--- config.mk ---
export PLATFORM = sky130hd
export DESIGN_NAME = lvl_state_array
export DESIGN_NICKNAME = d
export VERILOG_FILES = /design/src/rtl/lvl_state_array.sv
export SDC_FILE = /design/constraint.sdc
export NUM_CORES = 1
export LEC_CHECK = 0
export CORE_AREA = 4 4 170 172
export CTS_BUF_LIST = sky130_fd_sc_hd__clkbuf_16
export CTS_CLUSTER_DIAMETER = 150
export DETAILED_ROUTE_END_ITERATION = 7
export DIE_AREA = 0 0 174 176
export GPL_TIMING_DRIVEN = 0
export PLACE_DENSITY = 0.74
export SLEW_MARGIN = 10
export SYNTH_ARGS = -nofsm -noshare
export SYNTH_HDL_FRONTEND = slang
export SYNTH_SLANG_ARGS = --single-unit
--- constraint.sdc ---
create_clock -name clk -period 2.9 [get_ports clk]
set_input_delay 0.58 -clock clk [delete_from_list [all_inputs] [get_ports clk]]
set_output_delay 0.58 -clock clk [all_outputs]
set_load 0.005 [all_outputs]
--- src/rtl/lvl_state_array.sv ---
// Level-state store for the Sat Engine: per-level decided bin and
// backtracked flag, a sequential backtrack-level search with start/done
// handshake, backtrack apply with clearing of deeper levels, and bulk
// load/unload of all level states.
module lvl_state_array #(
    parameter int NUM_LVLS         = 16,
    parameter int WIDTH_BIN        = 10,
    parameter int WIDTH_LVL        = 16,
    parameter int WIDTH_LVL_STATES = WIDTH_BIN + 1
) (
    input  logic                                 clk,
    input  logic                                 rst,
    input  logic                                 decide_valid_i,
    input  logic [WIDTH_LVL-1:0]                 decide_lvl_i,
    input  logic [WIDTH_BIN-1:0]                 cur_bin_num_i,
    input  logic                                 find_start_i,
    input  logic [WIDTH_LVL-1:0]                 max_lvl_i,
    output logic                                 find_done_o,
    output logic                                 find_fail_o,
    output logic [WIDTH_LVL-1:0]                 bkt_lvl_o,
    output logic [WIDTH_BIN-1:0]                 bkt_bin_o,
    output logic                                 busy_o,
    input  logic                                 apply_bkt_i,
    input  logic [WIDTH_LVL-1:0]                 bkt_lvl_i,
    input  logic                                 wr_states_i,
    input  logic [WIDTH_LVL_STATES*NUM_LVLS-1:0] lvl_states_i,
    output logic [WIDTH_LVL_STATES*NUM_LVLS-1:0] lvl_states_o
);

    localparam int                   PTR_W     = (NUM_LVLS > 1) ? $clog2(NUM_LVLS) : 1;
    localparam logic [PTR_W-1:0]     LAST_PTR  = PTR_W'(NUM_LVLS - 1);
    localparam logic [WIDTH_LVL-1:0] LAST_LVL  = WIDTH_LVL'(NUM_LVLS - 1);
    localparam logic [WIDTH_LVL-1:0] LVL_LIMIT = WIDTH_LVL'(NUM_LVLS);

    typedef enum logic [1:0] {
        IDLE = 2'd0,
        SCAN = 2'd1,
        DONE = 2'd2
    } state_t;

    logic [WIDTH_BIN-1:0] dcd_bin_q [NUM_LVLS];
    logic [WIDTH_BIN-1:0] dcd_bin_d [NUM_LVLS];
    logic [NUM_LVLS-1:0]  has_bkt_q;
    logic [NUM_LVLS-1:0]  has_bkt_d;

    state_t               state_q, state_d;
    logic [PTR_W-1:0]     ptr_q, ptr_d;
    logic                 prime_q, prime_d;
    logic                 fail_q, fail_d;
    logic [WIDTH_LVL-1:0] lvl_q, lvl_d;
    logic [WIDTH_BIN-1:0] bin_q, bin_d;

    logic                 busy;

    assign busy        = (state_q != IDLE);
    assign busy_o      = busy;
    assign find_done_o = (state_q == DONE);
    assign find_fail_o = fail_q;
    assign bkt_lvl_o   = lvl_q;
    assign bkt_bin_o   = bin_q;

    // Pack the level registers onto the unload bus, has_bkt in the LSB of each level
    always_comb begin
        lvl_states_o = '0;
        for (int k = 0; k < NUM_LVLS; k++) begin
            lvl_states_o[k*WIDTH_LVL_STATES +: WIDTH_LVL_STATES] = {dcd_bin_q[k], has_bkt_q[k]};
        end
    end

    // Level-state next value: bulk load beats backtrack apply beats decision
    always_comb begin
        dcd_bin_d = dcd_bin_q;
        has_bkt_d = has_bkt_q;
        if (wr_states_i) begin
            for (int k = 0; k < NUM_LVLS; k++) begin
                dcd_bin_d[k] = lvl_states_i[k*WIDTH_LVL_STATES + 1 +: WIDTH_BIN];
                has_bkt_d[k] = lvl_states_i[k*WIDTH_LVL_STATES];
            end
        end else if (apply_bkt_i && !busy) begin
            if (bkt_lvl_i < LVL_LIMIT) begin
                for (int k = 0; k < NUM_LVLS; k++) begin
                    if (WIDTH_LVL'(k) == bkt_lvl_i) begin
                        has_bkt_d[k] = 1'b1;
                    end else if (WIDTH_LVL'(k) > bkt_lvl_i) begin
                        dcd_bin_d[k] = '0;
                        has_bkt_d[k] = 1'b0;
                    end
                end
            end
        end else if (decide_valid_i && !busy) begin
            // Level 0 is the root and never carries a decision
            for (int k = 1; k < NUM_LVLS; k++) begin
                if (WIDTH_LVL'(k) == decide_lvl_i) begin
                    dcd_bin_d[k] = cur_bin_num_i;
                    has_bkt_d[k] = 1'b0;
                end
            end
        end
    end

    // Search FSM next state: walk down from the clamped max level to the first non-backtracked level
    always_comb begin
        state_d = state_q;
        ptr_d   = ptr_q;
        prime_d = 1'b0;
        fail_d  = fail_q;
        lvl_d   = lvl_q;
        bin_d   = bin_q;
        if (wr_states_i) begin
            // A bulk load invalidates any search in flight; abort silently
            state_d = IDLE;
        end else begin
            case (state_q)
                IDLE: begin
                    if (find_start_i) begin
                        state_d = SCAN;
                        ptr_d   = (max_lvl_i >= LAST_LVL) ? LAST_PTR : max_lvl_i[PTR_W-1:0];
                        prime_d = 1'b1;
                        fail_d  = 1'b0;
                        lvl_d   = '0;
                        bin_d   = '0;
                    end
                end
                SCAN: begin
                    // The first SCAN cycle only aligns the search so that done
                    // lands a fixed two cycles after the start edge for a hit at max.
                    if (prime_q) begin
                        state_d = SCAN;
                    end else if (ptr_q == '0) begin
                        fail_d  = 1'b1;
                        state_d = DONE;
                    end else if (!has_bkt_q[ptr_q]) begin
                        lvl_d   = WIDTH_LVL'(ptr_q);
                        bin_d   = dcd_bin_q[ptr_q];
                        state_d = DONE;
                    end else begin
                        ptr_d = ptr_q - PTR_W'(1);
                    end
                end
                DONE: begin
                    state_d = IDLE;
                end
                default: begin
                    state_d = IDLE;
                end
            endcase
        end
    end

    // Register all state; active-low synchronous reset clears everything
    always_ff @(posedge clk) begin
        if (!rst) begin
            for (int k = 0; k < NUM_LVLS; k++) begin
                dcd_bin_q[k] <= '0;
            end
            has_bkt_q <= '0;
            state_q   <= IDLE;
            ptr_q     <= '0;
            prime_q   <= 1'b0;
            fail_q    <= 1'b0;
            lvl_q     <= '0;
            bin_q     <= '0;
        end else begin
            dcd_bin_q <= dcd_bin_d;
            has_bkt_q <= has_bkt_d;
            state_q   <= state_d;
            ptr_q     <= ptr_d;
            prime_q   <= prime_d;
            fail_q    <= fail_d;
            lvl_q     <= lvl_d;
            bin_q     <= bin_d;
        end
    end

endmodule

Word level (Yosys, flattened, before mapping)
Cells that the tools add are included.
{"block": "op_classes", "magnitude_cmp": 20, "div": 0, "n_shift": 0, "n_addsub": 1, "n_eq_ne": 86, "n_reduce_logical": 66, "bitwise": 4, "mux": 135, "mul": 0}
{"cell": "$mux 10", "n": 54}
{"cell": "$mux 160", "n": 2}
{"cell": "$mux 150", "n": 2}
{"cell": "$eq 4x16->1 const A", "n": 16}
{"cell": "$eq 3x16->1 const A", "n": 8}
{"cell": "$gt 4x16->1 const A", "n": 8}
{"cell": "$mux 16", "n": 6}
{"cell": "$reduce_and 5->1", "n": 16}
{"cell": "$eq 2x16->1 const A", "n": 4}
{"cell": "$gt 3x16->1 const A", "n": 4}
{"cell": "$reduce_and 4->1", "n": 16}
{"cell": "$ne 4x2->1 const B", "n": 15}
{"cell": "$mux 1", "n": 53}
{"cell": "$reduce_bool 3->1", "n": 17}
{"cell": "$ne 3x2->1 const B", "n": 16}
{"cell": "$ne 3x3->1 const B", "n": 15}
{"cell": "$bmux 10 s4", "n": 1}
{"cell": "$eq 1x16->1 const A", "n": 2}
{"cell": "$gt 1x16->1 const A", "n": 2}
{"cell": "$gt 2x16->1 const A", "n": 2}
{"cell": "$pmux 16 s2", "n": 1}
{"cell": "$mux 15", "n": 2}
{"cell": "$mux 4", "n": 5}
{"cell": "$pmux 10 s2", "n": 1}
{"cell": "other kinds (27)", "n": 44}
{"block": "word_totals", "latchBits": 0, "ff_bits": 210, "output_inout_bits": 205, "input_bits": 240, "elab_cells": 350, "ramBits": 0, "mem_bits_ro": 0, "memories": 0}

Logic depth before layout (Yosys ltp)
Gate-level depths: netlist (run 1).
{"block": "logic_depth", "ltp_word": 8, "ltp_mapped": 10}

Least setup slack after synthesis (run 1)
No wires, ideal clock.
{"block": "synth_path", "path_kind": "input-to-reg", "start": "in bkt_lvl_i[11]", "end": "reg dcd_bin_q, in the netlist lvl_states_o[56]", "arrival_time_ps": 2431, "setup_ps": 143, "setup_slack_ps": 326, "n_path_buf": 1, "stages": 6, "t_required_ps": 2757, "path_cell_list": "or4_4 -> or4_4 -> a211oi_4 -> and2_2 -> buf_6 -> a211oi_2"}
{"block": "synth_via", "elab_chain_len": 3, "word_cells_on_any_way": 7}
{"element": "start, declared", "line": "24", "source": "input logic [WIDTH_LVL-1:0] bkt_lvl_i,"}
{"element": "$gt 3x16->1, or another cell as far along", "line": "84", "source": "end else if (WIDTH_LVL'(k) > bkt_lvl_i) begin"}
{"element": "$ne 3x2->1 (no source line) / $ne 3x3->1 (equally long branches)"}
{"element": "$reduce_and 5->1 (no source line) (*)"}
{"element": "end signal, assigned", "line": "164", "source": "dcd_bin_q <= dcd_bin_d;"}
{"element": "end, declared", "line": "41", "source": "logic [WIDTH_BIN-1:0] dcd_bin_q [NUM_LVLS];"}
Every way passes the cells marked *; elsewhere a longest branch is shown, timed or not.
A chain may end at the register's enable or synchronous reset.

Worst setup path after layout (run 1)
{"block": "layout_path", "start": "in bkt_lvl_i[11]", "end": "reg dcd_bin_q, in the netlist lvl_states_o[96]"}
{"block": "layout_via", "elab_chain_len": 3, "word_cells_on_any_way": 7}
{"element": "$gt 4x16->1, or another cell as far along", "line": "84"}
{"element": "$ne 3x2->1 (no source line) / $ne 3x3->1 (equally long branches)"}
{"element": "$reduce_and 5->1 (no source line) (*)"}
Marked as above.

==> results.toml, run 1 <==
[power]
power_density_nw_per_um2 = 526
worst_ir_drop_vdd_uv = 364
p_total_w = 0.00852
cellLeakagePower_nw = 5.59

[cells_and_area]
layout.cells.most_common = "sky130_fd_sc_hd__clkdlybuf4s50_1"
syn2layout_area_growth_pct = 52.4
final_non_filler_cells = 2026
num-fill-cells = 2487
ratio_of_cells_with_drive_above_1_in_the_final_layout_pct = 13.3
area_of_the_multi_input_gates_sq_um = 6170
nNetsFinal = 1907
mostFrequentLayoutCells = "sky130_fd_sc_hd__clkdlybuf4s50_1 (430), sky130_fd_sc_hd__a21oi_1 (313), sky130_fd_sc_hd__dfxtp_1 (198)"
sequential_cell_area_sq_um = 3960

[timing]
fin_hold_ws_ps = 425
finClkSkew_ps = 16.4
setup-violations-final = 4
finalHoldViolations = 0
worstMarginPinSlew_ps = 1080
fin_tns_setup_ps = -21.5
timing.slew.headroom_pct = 28.2
period_needed_ps = 2910
max_freq_ghz = 0.343
final_min_period_over_clock_period_pct = 100
final_critical_path_setup_slack_ps = -13.8
final_max_slew_viol_count = 0

[global_routing]
grt_overflow_total = 0
first_pass_grt_wire_length_um = 84900
vias_in_the_first_global_route = 12700
all_layer_global_routing_usage_pct = 37.0
grt_antenna_before_repair = 3
grt_start_max_net_pins = 19

[synthesis]
synth-seq-cells = 198
distinct_cell_type_count_of_the_synthesized_netlist = 73
synth.cell_area_sq_um = 10600
yosys_warnings = 0
synth.yosys.seq_area_share_pct = 37.3
synthArstFlopShare_pct = 0
syn_avg_cell_area_sq_um = 8.76
post_synth_edffs = 0
synth_ff_type = "sky130_fd_sc_hd__dfxtp_1"
syn-instance-count = 1213

[detailed_routing]
wl_per_cell_um = 29.6
routed-via-count = 13200
detail_route.drc_violations = 0
route.antenna.remaining_nets = 0
first_iter_violations = 1781
detail_route.first_pass.iterations = 6
finalWirelength_um = 59900
detail_route.vias_per_cell = 6.53

[setup_path]
worst_r2r_startpoint = "state_q[0]$_SDFFE_PP0P_"
critical_path.startpoint = "bkt_lvl_i[11]"
crit_path_start_kind = "primary input"
crit_arrival_ps = 3210
crit_path_end_kind = "flop"
timing_worst_setup_path_type = "primary input to flop"
critical_path_peak_fanout = 10
worstPathRequired_ps = 3190

[hold_path]
worstHoldPathType = "flop to flop"
timing.hold.worst.start = "prime_q$_SDFF_PP0_"

[floorplanning]
ioPinCount = 445
core.rowCount = 61
die_height_um = 176
core_region_sq_um = 27500
fp.dieW_um = 174
initial_utilization_pct = 38.7
overall_die_area_sq_um = 30600

[cts]
worst_skew_pair.late_latency_ps = 440
clockBufferDepth = 2
h-tree-depth = 4
clk_pin_slew_worst_paths_ps = 80
cts_tree = "built"
cts-buffers-inserted = 17
cts_root_buf = "sky130_fd_sc_hd__clkbuf_16"
clkSinkCount = 198

[placed_design]
portBuffers = 430
pre_cts_slack_ps = -994
gp_congestion = 0.986
place_hpwl_um = 46000
dp_cells = 2000

[outcome]
status = "complete, but fails checks"
violated_checks = "negative setup slack"

[flow_run]
drv.max_cap_violation_count = 0
## metrics by stage
stage / area [sq um] / utilization, %
after floorplan: 10700 / -
after global placement: 15400 / 56.1
after detailed placement: 15400 / 56.1
after CTS: 16100 / 58.5
after global routing: 16200 / 59.0
final: 16200 / 59.0
## registers in the layout (all words and copies together) (netlist names)
| signal | cells |
|---|---|
| bkt_bin_o | 10 |
| bkt_lvl_o | 4 |
| find_fail_o | 1 |
| has_bkt_q | 16 |
| lvl_states_o | 160 |
| prime_q | 1 |
| ptr_q | 4 |
| state_q | 2 |
## repair_timing
action	in CTS	in global routing
setup buffers	1	1
hold buffers	0	0
resized for setup	38	56
pin swaps	1	2
setup endpoints to repair	142	161
hold endpoints to repair	0	0
## cell families after synthesis
logic type / synth area share (%)
mux: 10.2
xor+xnor: 0.165
simple gates: 10.2
compound gates: 35.3
other cells: 0.0353
fa+ha+maj: 0.118
flops: 37.3
buf+inv: 6.65
## power by group
part	internal, W	switching [W]
Combinational	0.00137	0.00145
Clock	0.00121	0.00121
Sequential	0.00299	0.000301
Total	0.00557	0.00296
## critical path, stage by stage
cell                              delay (ps)
sky130_fd_sc_hd__clkdlybuf4s50_1         480
sky130_fd_sc_hd__or4_4                   630
sky130_fd_sc_hd__or4_4                   580
sky130_fd_sc_hd__a21oi_2                 280
sky130_fd_sc_hd__and2_1                  250
sky130_fd_sc_hd__buf_2                   280
sky130_fd_sc_hd__a211oi_1                120
## layer usage
layer | up-vias | wire, um | track usage [%]
met5 | - | 0 | 0
met4 | 0 | 3100 | 16.6
met3 | 197 | 7290 | 8.37
met2 | 1139 | 27100 | 58.9
met1 | 6320 | 22500 | 48.2
li1 | 5576 | - | -
## cells in the mapped netlist (6+ instances only)
master	instances	area, sq um
sky130_fd_sc_hd__clkbuf_1	100	375
sky130_fd_sc_hd__mux2_2	22	248
sky130_fd_sc_hd__a211oi_1	116	871
sky130_fd_sc_hd__o21a_1	6	45.0
sky130_fd_sc_hd__a311oi_1	11	96.3
sky130_fd_sc_hd__a211oi_2	20	250
sky130_fd_sc_hd__nor3_1	15	75.1
sky130_fd_sc_hd__dfxtp_1	198	3960
sky130_fd_sc_hd__a221oi_1	12	105
sky130_fd_sc_hd__a31oi_1	18	113
sky130_fd_sc_hd__nand2_1	42	158
sky130_fd_sc_hd__and2_1	20	125
sky130_fd_sc_hd__inv_1	6	22.5
sky130_fd_sc_hd__nand4_1	11	68.8
sky130_fd_sc_hd__nor4_1	16	100
sky130_fd_sc_hd__mux2i_1	32	320
sky130_fd_sc_hd__o22ai_1	12	75.1
sky130_fd_sc_hd__o21ai_0	17	85.1
sky130_fd_sc_hd__a21oi_1	314	1570
sky130_fd_sc_hd__nand3_1	8	40.0
sky130_fd_sc_hd__buf_4	14	105
sky130_fd_sc_hd__a2111oi_0	10	87.6
sky130_fd_sc_hd__nor2b_1	9	56.3
sky130_fd_sc_hd__mux4_2	23	518
sky130_fd_sc_hd__o2bb2ai_1	10	87.6
sky130_fd_sc_hd__nor2_1	22	82.6
sky130_fd_sc_hd__buf_2	25	125
## path summary, 6_finish.rpt
path	end	slack [ps]	cells after the start
worst max-delay path	lvl_states_o[96]$_SDFFE_PN0P_	-10	7
worst min-delay path	state_q[1]$_SDFFE_PP0P_	430	1
worst max register to register	lvl_states_o[119]$_SDFFE_PN0P_	70	8
worst min register to register	state_q[1]$_SDFFE_PP0P_	430	1
## final cells by class
| cell class | instances | area share [%] |
|---|---|---|
| clock inverter | 13 | 0.857 |
| multi-input combinational | 870 | 38.1 |
| clock buffer | 17 | 2.63 |
| antenna | 3 | 0.0463 |
| sequential | 198 | 24.5 |
| timing repair buffer | 432 | 26.7 |
| buffer | 140 | 4.33 |
| inverter | 7 | 0.162 |
| tap | 346 | 2.67 |
Note: power is estimated with default switching activity, not from simulation.
==> inputs of run 2 (changes only) <==
SLEW_MARGIN = not set   (was 10)
==> results of run 2 <==
The final DEF is identical to that of run 1; final timing and power are the same.
